<file path="config.mk">
export PLATFORM = sky130hd
export DESIGN_NAME = conv_mac_pipe
export DESIGN_NICKNAME = d
export VERILOG_FILES = /design/src/rtl/conv_pkg.sv /design/src/rtl/mac_tree.sv /design/src/rtl/conv_mac_pipe.sv
export SDC_FILE = /design/constraint.sdc
export NUM_CORES = 2
export LEC_CHECK = 0
export BUFFER_PORTS_ARGS = -buffer_cell sky130_fd_sc_hd__buf_2
export CAP_MARGIN = 20
export CORE_MARGIN = 8
export CORE_UTILIZATION = 23
export DETAILED_ROUTE_END_ITERATION = 10
export SYNTH_ARGS = -nofsm -noshare
export SYNTH_HDL_FRONTEND = slang
export SYNTH_SLANG_ARGS = --single-unit
</file>
<file path="constraint.sdc">
create_clock -name clk -period 13.3 [get_ports clk]
set_input_delay 0.665 -clock clk [delete_from_list [all_inputs] [get_ports clk]]
set_output_delay 0.665 -clock clk [all_outputs]
set_load 0.01 [all_outputs]
</file>
<file path="src/rtl/conv_pkg.sv">
// conv_pkg: shared constants, width helpers and saturation for the
// pipelined K x K convolution MAC (mac_tree, conv_mac_pipe).
package conv_pkg;

    localparam int DEF_DATA_WIDTH = 8;
    localparam int DEF_KERNEL     = 3;

    function automatic int TAPS(input int k);
        return k * k;
    endfunction

    function automatic int SUM_WIDTH(input int dw, input int k);
        return 2 * dw + $clog2(k * k);
    endfunction

    typedef logic signed [2*DEF_DATA_WIDTH-1:0] prod_t;
    typedef logic signed [SUM_WIDTH(DEF_DATA_WIDTH, DEF_KERNEL)-1:0] sum_t;

    // Clamp v into the signed range of a w-bit word.
    function automatic logic signed [63:0] sat_signed(
        input logic signed [63:0] v,
        input int                 w
    );
        logic signed [63:0] hi;
        logic signed [63:0] lo;
        hi = (64'sd1 <<< (w - 1)) - 64'sd1;
        lo = -(64'sd1 <<< (w - 1));
        if (v > hi) return hi;
        if (v < lo) return lo;
        return v;
    endfunction

endpackage

</file>
<file path="src/rtl/mac_tree.sv">
// mac_tree: S1 tap multiplies and S2 registered adder tree.
// Ports: clk/rst, clear (flush), en (global advance), in_take (beat
// accepted), in_last/in_window/in_weights/in_bias (beat, tap i at bits
// [i*DATA_WIDTH +: DATA_WIDTH], tap 0 top-left), s2_* (registered S2 beat).
module mac_tree
    import conv_pkg::*;
#(
    parameter int DATA_WIDTH = 8,
    parameter int KERNEL     = 3,
    parameter int ACC_WIDTH  = 32
) (
    input  logic                                     clk,
    input  logic                                     rst,
    input  logic                                     clear,
    input  logic                                     en,
    input  logic                                     in_take,
    input  logic                                     in_last,
    input  logic [TAPS(KERNEL)*DATA_WIDTH-1:0]       in_window,
    input  logic [TAPS(KERNEL)*DATA_WIDTH-1:0]       in_weights,
    input  logic [ACC_WIDTH-1:0]                     in_bias,
    output logic                                     s2_valid,
    output logic                                     s2_last,
    output logic signed [SUM_WIDTH(DATA_WIDTH, KERNEL)-1:0] s2_sum,
    output logic signed [ACC_WIDTH-1:0]              s2_bias
);

    localparam int NT = TAPS(KERNEL);
    localparam int PW = 2 * DATA_WIDTH;
    localparam int SW = SUM_WIDTH(DATA_WIDTH, KERNEL);

    logic signed [PW-1:0] prod [NT];
    logic                 v1;
    logic                 last1;
    logic [ACC_WIDTH-1:0] bias1;
    logic signed [SW-1:0] tsum;

    // S1: products registered alongside last and bias.
    always_ff @(posedge clk or posedge rst) begin
        if (rst) begin
            v1    <= 1'b0;
            last1 <= 1'b0;
            bias1 <= '0;
            for (int i = 0; i < NT; i++) prod[i] <= '0;
        end else if (clear) begin
            v1 <= 1'b0;
        end else if (en) begin
            v1 <= in_take;
            if (in_take) begin
                last1 <= in_last;
                bias1 <= in_bias;
                for (int i = 0; i < NT; i++) begin
                    prod[i] <= PW'($signed(in_window[i*DATA_WIDTH +: DATA_WIDTH]))
                             * PW'($signed(in_weights[i*DATA_WIDTH +: DATA_WIDTH]));
                end
            end
        end
    end

    always_comb begin
        tsum = '0;
        for (int i = 0; i < NT; i++) tsum = tsum + SW'(prod[i]);
    end

    // S2: registered tap sum.
    always_ff @(posedge clk or posedge rst) begin
        if (rst) begin
            s2_valid <= 1'b0;
            s2_last  <= 1'b0;
            s2_sum   <= '0;
            s2_bias  <= '0;
        end else if (clear) begin
            s2_valid <= 1'b0;
        end else if (en) begin
            s2_valid <= v1;
            if (v1) begin
                s2_last <= last1;
                s2_sum  <= tsum;
                s2_bias <= $signed(bias1);
            end
        end
    end

endmodule

</file>
<file path="src/rtl/conv_mac_pipe.sv">
// conv_mac_pipe: pipelined K x K MAC accumulating over a channel group,
// then bias, optional ReLU, rounding shift and saturation.
// Ports: clk/rst, clear, in_* beat handshake (valid/ready/last, window,
// weights, bias), cfg_shift/cfg_relu, out_* result handshake
// (valid/ready, data, raw acc+bias, sat flag).
module conv_mac_pipe
    import conv_pkg::*;
#(
    parameter int DATA_WIDTH  = 8,
    parameter int KERNEL      = 3,
    parameter int ACC_WIDTH   = 32,
    parameter int SHIFT_WIDTH = 5
) (
    input  logic                               clk,
    input  logic                               rst,
    input  logic                               clear,
    input  logic                               in_valid,
    output logic                               in_ready,
    input  logic                               in_last,
    input  logic [TAPS(KERNEL)*DATA_WIDTH-1:0] in_window,
    input  logic [TAPS(KERNEL)*DATA_WIDTH-1:0] in_weights,
    input  logic [ACC_WIDTH-1:0]               in_bias,
    input  logic [SHIFT_WIDTH-1:0]             cfg_shift,
    input  logic                               cfg_relu,
    output logic                               out_valid,
    input  logic                               out_ready,
    output logic [DATA_WIDTH-1:0]              out_data,
    output logic [ACC_WIDTH-1:0]               out_acc,
    output logic                               out_sat
);

    localparam int SW = SUM_WIDTH(DATA_WIDTH, KERNEL);

    logic                        advance;
    logic                        take;
    logic                        s2_valid;
    logic                        s2_last;
    logic signed [SW-1:0]        s2_sum;
    logic signed [ACC_WIDTH-1:0] s2_bias;
    logic signed [ACC_WIDTH-1:0] acc;
    logic signed [ACC_WIDTH-1:0] sum_ext;
    logic signed [ACC_WIDTH-1:0] total;
    logic signed [63:0]          wide;
    logic signed [63:0]          clamped;
    logic                        sat;

    // Whole pipeline stalls only when a held result is not taken.
    assign advance  = !out_valid || out_ready;
    assign in_ready = advance && !clear && !rst;
    assign take     = in_valid && in_ready;

    mac_tree #(
        .DATA_WIDTH (DATA_WIDTH),
        .KERNEL     (KERNEL),
        .ACC_WIDTH  (ACC_WIDTH)
    ) u_tree (
        .clk        (clk),
        .rst        (rst),
        .clear      (clear),
        .en         (advance),
        .in_take    (take),
        .in_last    (in_last),
        .in_window  (in_window),
        .in_weights (in_weights),
        .in_bias    (in_bias),
        .s2_valid   (s2_valid),
        .s2_last    (s2_last),
        .s2_sum     (s2_sum),
        .s2_bias    (s2_bias)
    );

    // Post-processing runs in 64 bits so the rounding add cannot wrap.
    always_comb begin
        sum_ext = ACC_WIDTH'(s2_sum);
        total   = acc + sum_ext + s2_bias;
        wide    = 64'(total);
        if (cfg_relu && total < 0) wide = '0;
        if (cfg_shift != '0) begin
            wide = (wide + (64'sd1 << (cfg_shift - SHIFT_WIDTH'(1))))
                 >>> cfg_shift;
        end
        clamped = sat_signed(wide, DATA_WIDTH);
        sat     = (clamped != wide);
    end

    always_ff @(posedge clk or posedge rst) begin
        if (rst) begin
            acc       <= '0;
            out_valid <= 1'b0;
            out_data  <= '0;
            out_acc   <= '0;
            out_sat   <= 1'b0;
        end else if (clear) begin
            acc       <= '0;
            out_valid <= 1'b0;
        end else if (advance) begin
            out_valid <= s2_valid && s2_last;
            if (s2_valid) begin
                if (s2_last) begin
                    acc      <= '0;
                    out_data <= clamped[DATA_WIDTH-1:0];
                    out_acc  <= total;
                    out_sat  <= sat;
                end else begin
                    acc <= acc + sum_ext;
                end
            end
        end
    end

endmodule

</file>
==> flow_metrics.env <==
export IMPL_max_cap_viol_count=0
export IMPL_layout_min_cycle_time_ps=12390
export IMPL_min_period_over_period_pct=93.1
export IMPL_cts_max_level=2
export IMPL_antenna_found_initial=52
export IMPL_avgSynthCellArea_sq_um=9.06
export IMPL_fmax_ghz=0.0807
export IMPL_required_ps=13820
export IMPL_num_rows=163
export IMPL_drc=0
export IMPL_io_buffers=230
export IMPL_gr_usage_all_layers_pct=13.6
export IMPL_skew_ps=47.5
export IMPL_drv_slew=0
export IMPL_final_nets=6413
export IMPL_fillerInstances=21300
export IMPL_slowest_stage="nor4b_1"
export IMPL_grt_max_degree=110
export IMPL_rsz0062_at_grt="false"
export IMPL_syn_nets=6211
export IMPL_synth_edf_count=0
export IMPL_clock_latency_ps=620
export IMPL_setup_slack_ps=913
export IMPL_setup_tns_final_ps=0
export IMPL_die_w_microns=461
export IMPL_synth_yosys_warnings=0
export IMPL_syn_area_sq_um=45500
export IMPL_crit_top_cell="a21oi_1"
export IMPL_finalWirelength_mm=147
export IMPL_area_delta_synth_final_pct=13.0
export IMPL_place_hpwl_mm=124
export IMPL_setup_worst_path_end_class="flop"
export IMPL_antenna_left=0
export IMPL_cts_tree="done"
export IMPL_core_sq_um=197000
export IMPL_cts_root_buf="clkbuf_16"
export IMPL_crit_arrival_ps=12900
export IMPL_viasPerCell=4.64
export IMPL_cts_sinks=306
export IMPL_startpoint_type="flop"
export IMPL_dr_pass1_iters=5
export IMPL_hold_path_class="in -> async"
export IMPL_yosysSeqAreaShare_pct=16.8
export IMPL_cts_buffers_inserted=37
export IMPL_synth_seq_cells=306
export IMPL_hold_viol=0
export IMPL_num_vias=36700
export IMPL_io_pin_count=231
export IMPL_dieArea_sq_um=212000
export IMPL_syn_inst=5025
export IMPL_holdWs_ps=186
export IMPL_chipHeight_microns=461
export IMPL_pre_cts_slack_ps=594
export IMPL_globalplace_congestion=0.986
export IMPL_grt_pass1_wl_mm=228
export IMPL_yosys_cell_types_count=88
export IMPL_ys_flop_type="dfrtp_1"
export IMPL_synthArstFlopShare_pct=100
export IMPL_grt_pass1_vias=38200
export IMPL_post_drt_wl_per_cell_microns=18.6
export IMPL_crit_path_max_incr_delay_ps=450
export IMPL_drive_gt1_share_pct=10.2
export IMPL_setup_viol=0
export IMPL_clkTransAtPathRegs_ps=60
export IMPL_gr_total_overflow=0
export IMPL_worst_setup_path_type="reg -> reg"
export IMPL_worst_slew_pin_slew_ps=1180
export IMPL_clk_path_buf_depth=3
export IMPL_drt_initial_drc_count=2702
export IMPL_status="complete, no violations"
export IMPL_relSlewSlack_pct=21.3
export IMPL_initial_core_util_pct=23.1
export IMPL_critPathMaxFanout=9
final timing paths:
path,from,end,slack [ps],cells past startpoint
setup / recovery,u_tree.s2_sum[0],out_data[4],910,51
hold / removal,rst,u_tree.s2_bias[19],190,2
setup reg to reg,u_tree.s2_sum[0],out_data[4],910,51
hold reg to reg,out_acc[16],out_acc[16],480,2
max in group asynchronous,rst,u_tree.prod[63],11520,3
min in group clk,in_bias[15],u_tree.bias1[15],300,2
cells by family (layout without fill, tap and decap cells):
kind of cell / count (synthesis) / in the layout / share of synthesized area [%]
AOI/OAI and AO/OA: 1030 / 1030 / 14.7
adders and majority gates: 998 / 998 / 37.4
DFF: 306 / 306 / 16.8
xor gates and xnor gates: 267 / 267 / 5.17
muxes: 144 / 144 / 3.50
buffers and inverters: 873 / 1101 / 7.26
other: 0 / 23 / 0
and+or+nand+nor: 1407 / 1407 / 15.2
routing by layer:
| metal | track usage, % | up-vias | wire (microns) |
|---|---|---|---|
| met5 | 0 | - | 266 |
| met4 | 4.23 | 42 | 5520 |
| met3 | 3.94 | 320 | 13000 |
| met2 | 22.9 | 1233 | 68500 |
| met1 | 17.0 | 18100 | 60000 |
| li1 | - | 17100 | - |
flip-flops by register name, summed over array words and instances, names as in the netlist:
name / count
out_acc: 32
out_sat: 1
u_tree.v1: 1
u_tree.s2_bias: 32
u_tree.s2_sum: 20
u_tree.bias1: 32
u_tree.last1: 1
u_tree.prod: 144
acc: 32
out_data: 8
out_valid: 1
u_tree.s2_last: 1
u_tree.s2_valid: 1
synth_stat cells, types with 13 or more instances:
master    count  area share [%]
dfrtp_1     306              17
buf_1        20            0.16
a221oi_1     17            0.33
a22o_1       36            0.69
clkbuf_1    122             1.0
nand2b_1     82             1.1
and2_1      354             4.9
fa_1        603              27
a21oi_1     268             2.9
nand2_1     518             4.3
xnor2_1     222             4.3
o31ai_1      21            0.35
a21o_1       66             1.1
o21ai_0     255             2.8
nor2_1      214             1.8
o21bai_1     98             1.6
o211ai_1     28            0.46
a211oi_1     24            0.40
inv_1       723             6.0
nand4_1      22            0.30
mux2_2      113             2.8
xor2_1       44            0.85
nor3_1       59            0.65
nand3_1      51            0.56
or3_1        13            0.18
nor2b_1      24            0.33
o21a_1       23            0.38
mux2i_1      29            0.64
ha_1        395              11
a31oi_1      33            0.45
and3_1       19            0.26
o22ai_1      24            0.33
cell type report:
type	count	area, sq um	area share (%)
multi-input cells	3846	34600	67.4
repair buffers	312	1790	3.47
clock inverters	20	263	0.511
diodes	23	57.6	0.112
inverters	724	2730	5.30
flip-flops and latches	306	7660	14.9
clock buffers	45	986	1.92
well taps	2640	3300	6.43
through the flow:
| step | instance area [sq um] | cells | util, % |
|---|---|---|---|
| final | 51400 | 7916 | 26.1 |
| after global routing | 51400 | 7904 | 26.1 |
| after CTS | 51300 | 7891 | 26.0 |
| after detailed placement | 50000 | 7826 | 25.4 |
| after global placement | 50000 | 7825 | 25.4 |
| after floorplan | 45500 | 5025 | - |
placed cells by master, fill, tap and decap left out, types with 81 or more instances in the layout:
cell      count
nor2_1      213
nand2b_1     82
xnor2_1     222
mux2_2      113
dfrtp_1     306
ha_1        395
o21ai_0     255
inv_1       722
o21bai_1     98
buf_4        81
and2_1      354
a21oi_1     266
buf_2       229
fa_1        603
nand2_1     516
worst max-delay path: cells and delay by family, from the launching register on:
family	cells	cell delay, ps
AOI/OAI and AO/OA	28	6340
and+or+nand+nor	11	2320
adders and majority gates	6	2100
muxes	2	490
DFF	1	380
buffers and inverters	2	360
xor gates and xnor gates	2	290
repair_timing:
action                                 4_1_cts  5_1_grt
endpoints found under the hold margin        0        0
setup endpoints to repair                    0        9
gates resized for setup                      0        6
setup buffers                                0        2
hold buffers                                 0        0
Power is left out: the tool's default activity adds up to more than one toggle a clock period on the data nets, which glitch-free logic cannot reach.
